File: config.mk
export PLATFORM = sky130hd
export DESIGN_NAME = imem_rom
export DESIGN_NICKNAME = d
export VERILOG_FILES = /design/src/rtl/imem_rom.sv
export SDC_FILE = /design/constraint.sdc
export NUM_CORES = 1
export LEC_CHECK = 0
export ABC_AREA = 1
export CORE_MARGIN = 2
export CORE_UTILIZATION = 35
export DETAILED_ROUTE_END_ITERATION = 6
export HOLD_SLACK_MARGIN = 0.12
export MAX_ROUTING_LAYER = met4
export PLACE_DENSITY = 0.67
export SLEW_MARGIN = 20
export SYNTH_ARGS = -nofsm -noshare
export SYNTH_HDL_FRONTEND = slang
export SYNTH_SLANG_ARGS = --single-unit
File: constraint.sdc
create_clock -name clk -period 5 [get_ports clk]
set_clock_uncertainty 0.2 [all_clocks]
set_input_delay 1.5 -clock clk [delete_from_list [all_inputs] [get_ports clk]]
set_output_delay 1.5 -clock clk [all_outputs]
set_load 0.1 [all_outputs]
File: src/rtl/imem_rom.sv
// -----------------------------------------------------------------------------
// imem_rom
//
// Instruction ROM for the fetch stage of the pipelined processor. It holds
// 64 words of 32 bits each and is addressed by word index, not by byte
// address. Indices 0..46 hold the program. Every index from 47 to 63 reads
// as zero.
//
// Ports:
//   clk    in   1   sole clock; q_r updates on the rising edge
//   rst_n  in   1   asynchronous, active-low reset (clears q_r only)
//   addr   in   6   word index 0..63
//   q      out  32  combinational read data, ROM[addr]
//   q_r    out  32  q registered one clock later
//   oob    out  1   (only with IMEM_OOB_FLAG_EN) addr is past the program
//
// Optional feature: define IMEM_OOB_FLAG_EN to add the combinational oob
// flag. When the macro is undefined, the port is absent.
// -----------------------------------------------------------------------------
module imem_rom #(
  localparam int N_WORDS = 64,
  localparam int N_PROG  = 47,
  localparam int AW      = $clog2(N_WORDS)
) (
  input  logic          clk,
  input  logic          rst_n,
  input  logic [AW-1:0] addr,
`ifdef IMEM_OOB_FLAG_EN
  output logic          oob,
`endif
  output logic [31:0]   q,
  output logic [31:0]   q_r
);

  // Constant program image. The explicit bound test and the case default
  // make every unprogrammed index read zero, so q is never X or Z.
  function automatic logic [31:0] rom_word(input logic [AW-1:0] idx);
    logic [31:0] w;
    w = 32'h0000_0000;
    if (int'(idx) < N_PROG) begin
      case (idx)
        6'd0:  w = 32'hf8000001;
        6'd1:  w = 32'hf8008002;
        6'd2:  w = 32'hf8000203;
        6'd3:  w = 32'h8b050083;
        6'd4:  w = 32'hf8018003;
        6'd5:  w = 32'hcb050083;
        6'd6:  w = 32'hf8020003;
        6'd7:  w = 32'hcb0a03e4;
        6'd8:  w = 32'hf8028004;
        6'd9:  w = 32'h8b040064;
        6'd10: w = 32'hf8030004;
        6'd11: w = 32'hcb030025;
        6'd12: w = 32'hf8038005;
        6'd13: w = 32'h8a1f0145;
        6'd14: w = 32'hf8040005;
        6'd15: w = 32'h8a030145;
        6'd16: w = 32'hf8048005;
        6'd17: w = 32'h8a140294;
        6'd18: w = 32'hf8050014;
        6'd19: w = 32'haa1f0166;
        6'd20: w = 32'hf8058006;
        6'd21: w = 32'haa030166;
        6'd22: w = 32'hf8060006;
        6'd23: w = 32'hf840000c;
        6'd24: w = 32'h8b1f0187;
        6'd25: w = 32'hf8068007;
        6'd26: w = 32'hf807000c;
        6'd27: w = 32'h8b0e01bf;
        6'd28: w = 32'hf807801f;
        6'd29: w = 32'hb4000040;
        6'd30: w = 32'hf8080015;
        6'd31: w = 32'hf8088015;
        6'd32: w = 32'h8b0103e2;
        6'd33: w = 32'hcb010042;
        6'd34: w = 32'h8b0103f8;
        6'd35: w = 32'hf8090018;
        6'd36: w = 32'h8b080000;
        6'd37: w = 32'hb4ffff82;
        6'd38: w = 32'hf809001e;
        6'd39: w = 32'h8b1e03de;
        6'd40: w = 32'hcb1503f5;
        6'd41: w = 32'h8b1403de;
        6'd42: w = 32'hf85f83d9;
        6'd43: w = 32'h8b1e03de;
        6'd44: w = 32'h8b1003de;
        6'd45: w = 32'hf81f83d9;
        6'd46: w = 32'hb400001f;
        default: w = 32'h0000_0000;
      endcase
    end
    return w;
  endfunction

  // NOTE: the always_comb block assigns q on every path, so no latch is
  // inferred. The read path depends only on addr and never on clk or rst_n.
  always_comb begin
    q = rom_word(addr);
  end

`ifdef IMEM_OOB_FLAG_EN
  assign oob = (int'(addr) >= N_PROG);
`endif

  // NOTE: the ROM contents are constants, so they need no reset. Only the
  // output register is reset. It uses a non-blocking assignment, which keeps
  // the one-cycle latency free of race conditions.
  always_ff @(posedge clk or negedge rst_n) begin
    if (!rst_n) q_r <= 32'h0000_0000;
    else        q_r <= q;
  end

endmodule

# Word level (Yosys, flattened, before mapping)
# Memory sizes are Yosys's and may differ from the RTL's.
# Cells that the tools add are included.
[classes]
mux = 1
bitwise = 0
reduce_logical = 0
mul = 0
div = 0
eq_ne = 0
shifts = 0
magnitude_cmp = 1
addsub = 0
[op_table]
columns = ["op", "count"]
rows = [
  ["$mux W32", 1],
  ["$lt A6 B6 Y1 const B", 1],
]
[totals]
latch_bits = 0
n_memories = 1
ram_bits = 0
regBits = 32
output_inout_bits = 64
romBits = 2048
[mem_list]
columns = ["name", "depth", "width", "rd", "rd_clocked_by_memory_dff", "write_ports", "line_no", "text"]
rows = [
  ["(name not given)", 64, 32, 1, 0, 0, "41", "case (idx)"],
]

# Longest topological paths before layout
# Gate-level depths: netlist of the first run.
[logic_depth]
word_depth = 2
ltp_mapped = 10
mapped_depth_nobuf = 9

# Least setup slack after synthesis of the first run
# Ideal clock, no wire load.
[synth_path]
path_kind = "in2out"
start = "input addr[1]"
end = "output q[22]"
setup_slack_ns = -1.161
cell_stages = 7
arrival_time_ns = 4.461
required_time_ns = 3.300
path_cell_list = "clkbuf_2 inv_1 ha_1 nand2_1 nand2_1 nand3_1 a21boi_0"
[synth_via]
elab_chain_cells = 2
[synth_lines]
columns = ["item", "line_no", "text"]
rows = [
  ["start: declaration", "27", "input logic [AW-1:0] addr,"],
  ["$mem_v2 Z64 W32 or $lt A6 B6 Y1 (tied branches)", "n/a", ""],
  ["$mux W32 *", "40", "if (int'(idx) < N_PROG) begin"],
  ["end: declaration", "31", "output logic [31:0] q,"],
]
# Every way passes the cells marked *; elsewhere a longest branch is shown, timed or not.

# Worst setup path in the final report of the first run
[layout_path]
start = "input addr[3]"
end = "output q[6]"
# The elaborated chain is that of the path after synthesis.

==> out/metrics.cfg, run 1 <==
[worst_hold_path]
hold_class=in -> async

[cts]
cts_tree=built
clockBufferDepth=2
cts.clk_slew.worst_paths_ps=90
htree_levels=1
clock-root-buffer=clkbuf_8
cts-buffers-inserted=3
post_cts_buffers=0
cts_sinks=26

[sta]
hold_violations=0
worst_pin_slew_ps=998
final.setup.worst_slack_ps=99.1
min_period_ps=4900
fmax_ghz=0.204
whs_ps=1390
setup_viol=0
max_slew_margin=0.333
maxSlewViolCount=0
fin_crit_sh=0.980
rsz0062_at_grt=false

[global_routing]
grt_usage=0.245
overflow=0
grt_pass1_vias=2493
grt_pass1_wl_mm=13.2
antenna_found_initial=0
grt_start_max_net_pins=27

[die]
start_util=0.368
fp.dieH_um=83.4
row_count=28
core_area_mm2=0.00599
dieArea_mm2=0.00695
io_pins=72
die_x_um=83.4

[status]
status=finished clean

[detailed_routing]
drtPass1Iterations=5
drt_iter0_markers=344
drc=0
wl_per_cell_um=16.6
drt-vias-per-instance=5.17
routed_wl_mm=8.18
ant_nets=0
dr_total_vias=2549

[placed_design]
port_buffers=71
hpwlAfterDp_mm=6.70
gp_congestion=1.03
placed_cell_area_mm2=0.00357
pre_cts_slack_ps=-169

[layout]
drive_gt1_frac=0.306
top_regs=q_r x26
postLayoutCellArea_mm2=0.00366
fillers=539
area_delta_synth_final_pct=65.9
nNetsFinal=440
regMostFlops=q_r
largest_reg_flops=26
n_antenna_cell=0

[worst_setup_path]
cp.arrival_ps=3200
cpMaxStageDelayCell=clkdlybuf4s50_1
cp-end-kind=output port
path_cells=clkdlybuf4s50_1 > buf_4 > nand3_4 > nand2_1 > inv_1 > o211ai_1 > o21ai_2 > buf_12
slowest_delay_ps=480
crit_cells=8
path_class=in -> out
crit_path_start=addr[3]
startpoint_type=primary input
critPathCapture=q[6]
crit_path_max_fanout=5
required_ps=3300
path_buf_inv=4
cpLargestDelayFamily=buffers and inverters

[pwr]
p_per_area_mw_per_mm2=269
leakage_nw=1.79
ir_drop_uv=197

[synth]
yosysSeqAreaShare=0.295
synth_cell_types=33
synth.cell_area_mm2=0.00220
synth_seq_cells=26
syn-num-nets=341
syn_inst=320
synth_area_per_cell_um2=6.89
yosysWarnings=0

[job]
drv_cap=0

[metal layers]
| metal | vias to the layer above | part of all wire | track usage |
|---|---|---|---|
| met5 | - | 0 | - |
| met1 | 1167 | 0.43 | 0.335 |
| li1 | 1218 | - | - |
| met2 | 140 | 0.45 | 0.366 |
| met3 | 24 | 0.082 | 0.0338 |
| met4 | 0 | 0.034 | 0.0969 |
[cell usage in the layout, fill, tap and decap left out, types with 8 or more instances in the layout]
cell	count
nand3_1	37
ha_1	10
buf_12	34
inv_2	9
inv_1	20
o21ai_0	8
nor2_1	25
buf_4	49
clkdlybuf4s50_1	36
dfrtp_1	26
nand2_1	96
[synth_stat cells (all sizes together)]
library cell / n / share of area
a21oi: 12 / 0.034
nand4: 5 / 0.014
o31ai: 2 / 0.0068
clkbuf: 2 / 0.0040
o21a: 1 / 0.0034
dfrtp: 26 / 0.30
nor3: 1 / 0.0023
ha: 13 / 0.074
o211ai: 3 / 0.010
nor2: 33 / 0.063
nand2: 100 / 0.17
o2111ai: 1 / 0.0040
nand3: 39 / 0.096
inv: 29 / 0.049
buf: 26 / 0.10
o22ai: 3 / 0.0085
o21ai: 22 / 0.052
a21boi: 2 / 0.0068
[area by class of cell]
type / instances / area (um2) / share of cell area
Inverter: 29 / 109 / 0.0298
Multi-Input combinational cell: 237 / 1320 / 0.359
Tap cell: 75 / 93.8 / 0.0256
Sequential cell: 26 / 651 / 0.178
Clock buffer: 4 / 55.1 / 0.0150
Timing Repair Buffer: 122 / 1440 / 0.392
[cells by family (layout without fill, tap and decap cells)]
group | Yosys count | after routing | synth area share
adders and majority gates | 13 | 13 | 0.0738
and+or+nand+nor | 178 | 178 | 0.348
AOI/OAI and AO/OA | 46 | 46 | 0.125
buffers and inverters | 57 | 155 | 0.157
DFF | 26 | 26 | 0.295
[power by group]
group | internal (mW) | switching (mW) | total (mW)
Combinational | 0.177 | 0.438 | 0.615
Clock | 0.0705 | 0.0674 | 0.138
Sequential | 0.228 | 0.00426 | 0.233
Total | 0.476 | 0.510 | 0.986
[worst min path at each step]
stage,slack [ps],cells after the start,from,endpoint
after floorplan,1000,0,rst_n,q_r[0]$_DFF_PN0_
after global placement,1690,2,rst_n,q_r[1]$_DFF_PN0_
after detailed placement,1700,2,rst_n,q_r[31]$_DFF_PN0_
after CTS,1390,2,rst_n,q_r[24]$_DFF_PN0_
after global routing,1430,2,rst_n,q_r[4]$_DFF_PN0_
final,1390,2,rst_n,q_r[31]$_DFF_PN0_
[through the flow]
stage           util  TNS (ps)  std cells  power (mW)
3_5_place_dp   0.596     -1620        489       0.846
2_1_floorplan      -      -383        320       0.644
5_1_grt        0.611         0        493        1.02
3_3_place_gp   0.596     -1670        489       0.847
6_report       0.611         0        493       0.986
4_1_cts        0.609         0        493       0.988
[repair_timing]
action                     in CTS  in global routing
resized for setup              11                  7
setup endpoints to repair      21                  9
hold buffers                    0                  0
pin swaps                       1                  0
Power figures use the tool's default switching activity.
==> run 2: changes to the inputs <==
- CORE_UTILIZATION: 35 -> 48
- PLACE_DENSITY: 0.67 -> 0.86
- SKIP_CTS_REPAIR_TIMING: default -> 1
==> run 2 against run 1 <==
Non-clock buffer count shrank 26. Sequential share of layout area grew 0.58 points. Critical endpoint is now q[19]. Critical path type unchanged. Die area shrank 26%. The run now ends with DRC, setup timing left.
==> out/metrics.cfg, run 2 (synthesis gave the netlist of run 1 again) <==
[sta]
final.setup.worst_slack_ps=-152
maxSlewViolCount=0
setup_viol=2
whs_ps=1010
max_slew_margin=0.346
fin_crit_sh=1.03
worst_pin_slew_ps=978
fmax_ghz=0.194
hold_violations=0
fin_setup_tns_ps=-244
min_period_ps=5150

[worst_setup_path]
required_ps=3300
startpoint_type=primary input
cpMaxStageDelayCell=o21ai_0
path_cells=dlymetal6s2s_1 > inv_1 > ha_4 > o21ai_0 > inv_1 > nand2_1 > nand2_1 > nand2_1 > nand2_1 > nand2_1 > buf_12
critPathCapture=q[19]
path_class=in -> out
cp-end-kind=output port
crit_path_start=addr[0]
crit_path_max_fanout=5
cp.arrival_ps=3450
crit_top_cell=nand2_1
slowest_delay_ps=400

[layout]
nNetsFinal=414
postLayoutCellArea_mm2=0.00354
top_regs=q_r x26
final_common_cell=nand2_1
final_cells=444
area_delta_synth_final_pct=60.7
largest_reg_flops=26
fillers=247
regMostFlops=q_r
n_antenna_cell=0
drive_gt1_frac=0.265
fin_util=0.808
final_cell_mix=nand2_1 (94), nand3_1 (36), buf_12 (36)

[die]
dieArea_mm2=0.00515
core_area_mm2=0.00438
fp.dieH_um=71.8
row_count=24
start_util=0.503
io_pins=72
die_x_um=71.8

[pwr]
p_total_mw=1.02
p_per_area_mw_per_mm2=288
ir_drop_uv=136
leakage_nw=1.74

[cts]
cts_sinks=26
cts.clk_slew.worst_paths_ps=90
cts_tree=built
clockBufferDepth=2
clock-root-buffer=clkbuf_8
cts-buffers-inserted=3
htree_levels=1

[detailed_routing]
drt-vias-per-instance=6.29
drc=181
ant_nets=0
dr_total_vias=2794
drt_iter0_markers=584
routed_wl_mm=8.40
wl_per_cell_um=18.9
drtPass1Iterations=7

[placed_design]
gp_congestion=1.14
pre_cts_slack_ps=-180
dp_cells=438
hpwlAfterDp_mm=5.56
port_buffers=71
placed_cell_area_mm2=0.00336

[worst_hold_path]
hold_class=in -> async

[job]
drv_cap=0

[global_routing]
grt_pass1_vias=2499
grt_usage=0.310
grt_start_max_net_pins=33
overflow=0
grt_pass1_wl_mm=12.2
antenna_found_initial=0

[status]
violations=DRC, setup timing
status=complete, but fails checks

==> run 2: where the power goes <==
group	switching [mW]	internal, mW	leakage, nW
logic	0.444	0.168	1.37
clock network	0.0693	0.107	0.0357
registers	0.00429	0.228	0.325
total	0.518	0.504	1.74
==> run 2: worst min-delay path by stage <==
stage / from / endpoint
final: rst_n / q_r[7]$_DFF_PN0_
after global routing: rst_n / q_r[7]$_DFF_PN0_
after CTS: rst_n / q_r[7]$_DFF_PN0_
after detailed placement: rst_n / q_r[2]$_DFF_PN0_
after global placement: rst_n / q_r[27]$_DFF_PN0_
after floorplan: rst_n / q_r[0]$_DFF_PN0_
==> run 2: metal layers <==
metal | GRT usage | vias to the layer above | wire length, um
met4 | 0.174 | 0 | 677
met2 | 0.494 | 299 | 3770
met1 | 0.368 | 1220 | 2770
met3 | 0.0549 | 101 | 1190
met5 | - | - | 0
li1 | - | 1174 | -
==> run 2: final cells by class <==
class	count	area, um2	area share
multi-input combinational	237	1350	0.381
timing repair buffer	96	1290	0.366
sequential	26	651	0.184
inverter	29	109	0.0307
tap	52	65.1	0.0184
clock buffer	3	41.3	0.0117
clock inverter	1	30.0	0.00848
==> run 2: worst max-delay path: cells and delay by family <==
| family | cells | cell delay, ps |
|---|---|---|
| AND/OR/NAND/NOR | 5 | 440 |
| AO/OA/AOI/OAI | 1 | 400 |
| buffers and inverters | 4 | 820 |
| adder cells (fa/ha/maj) | 1 | 290 |
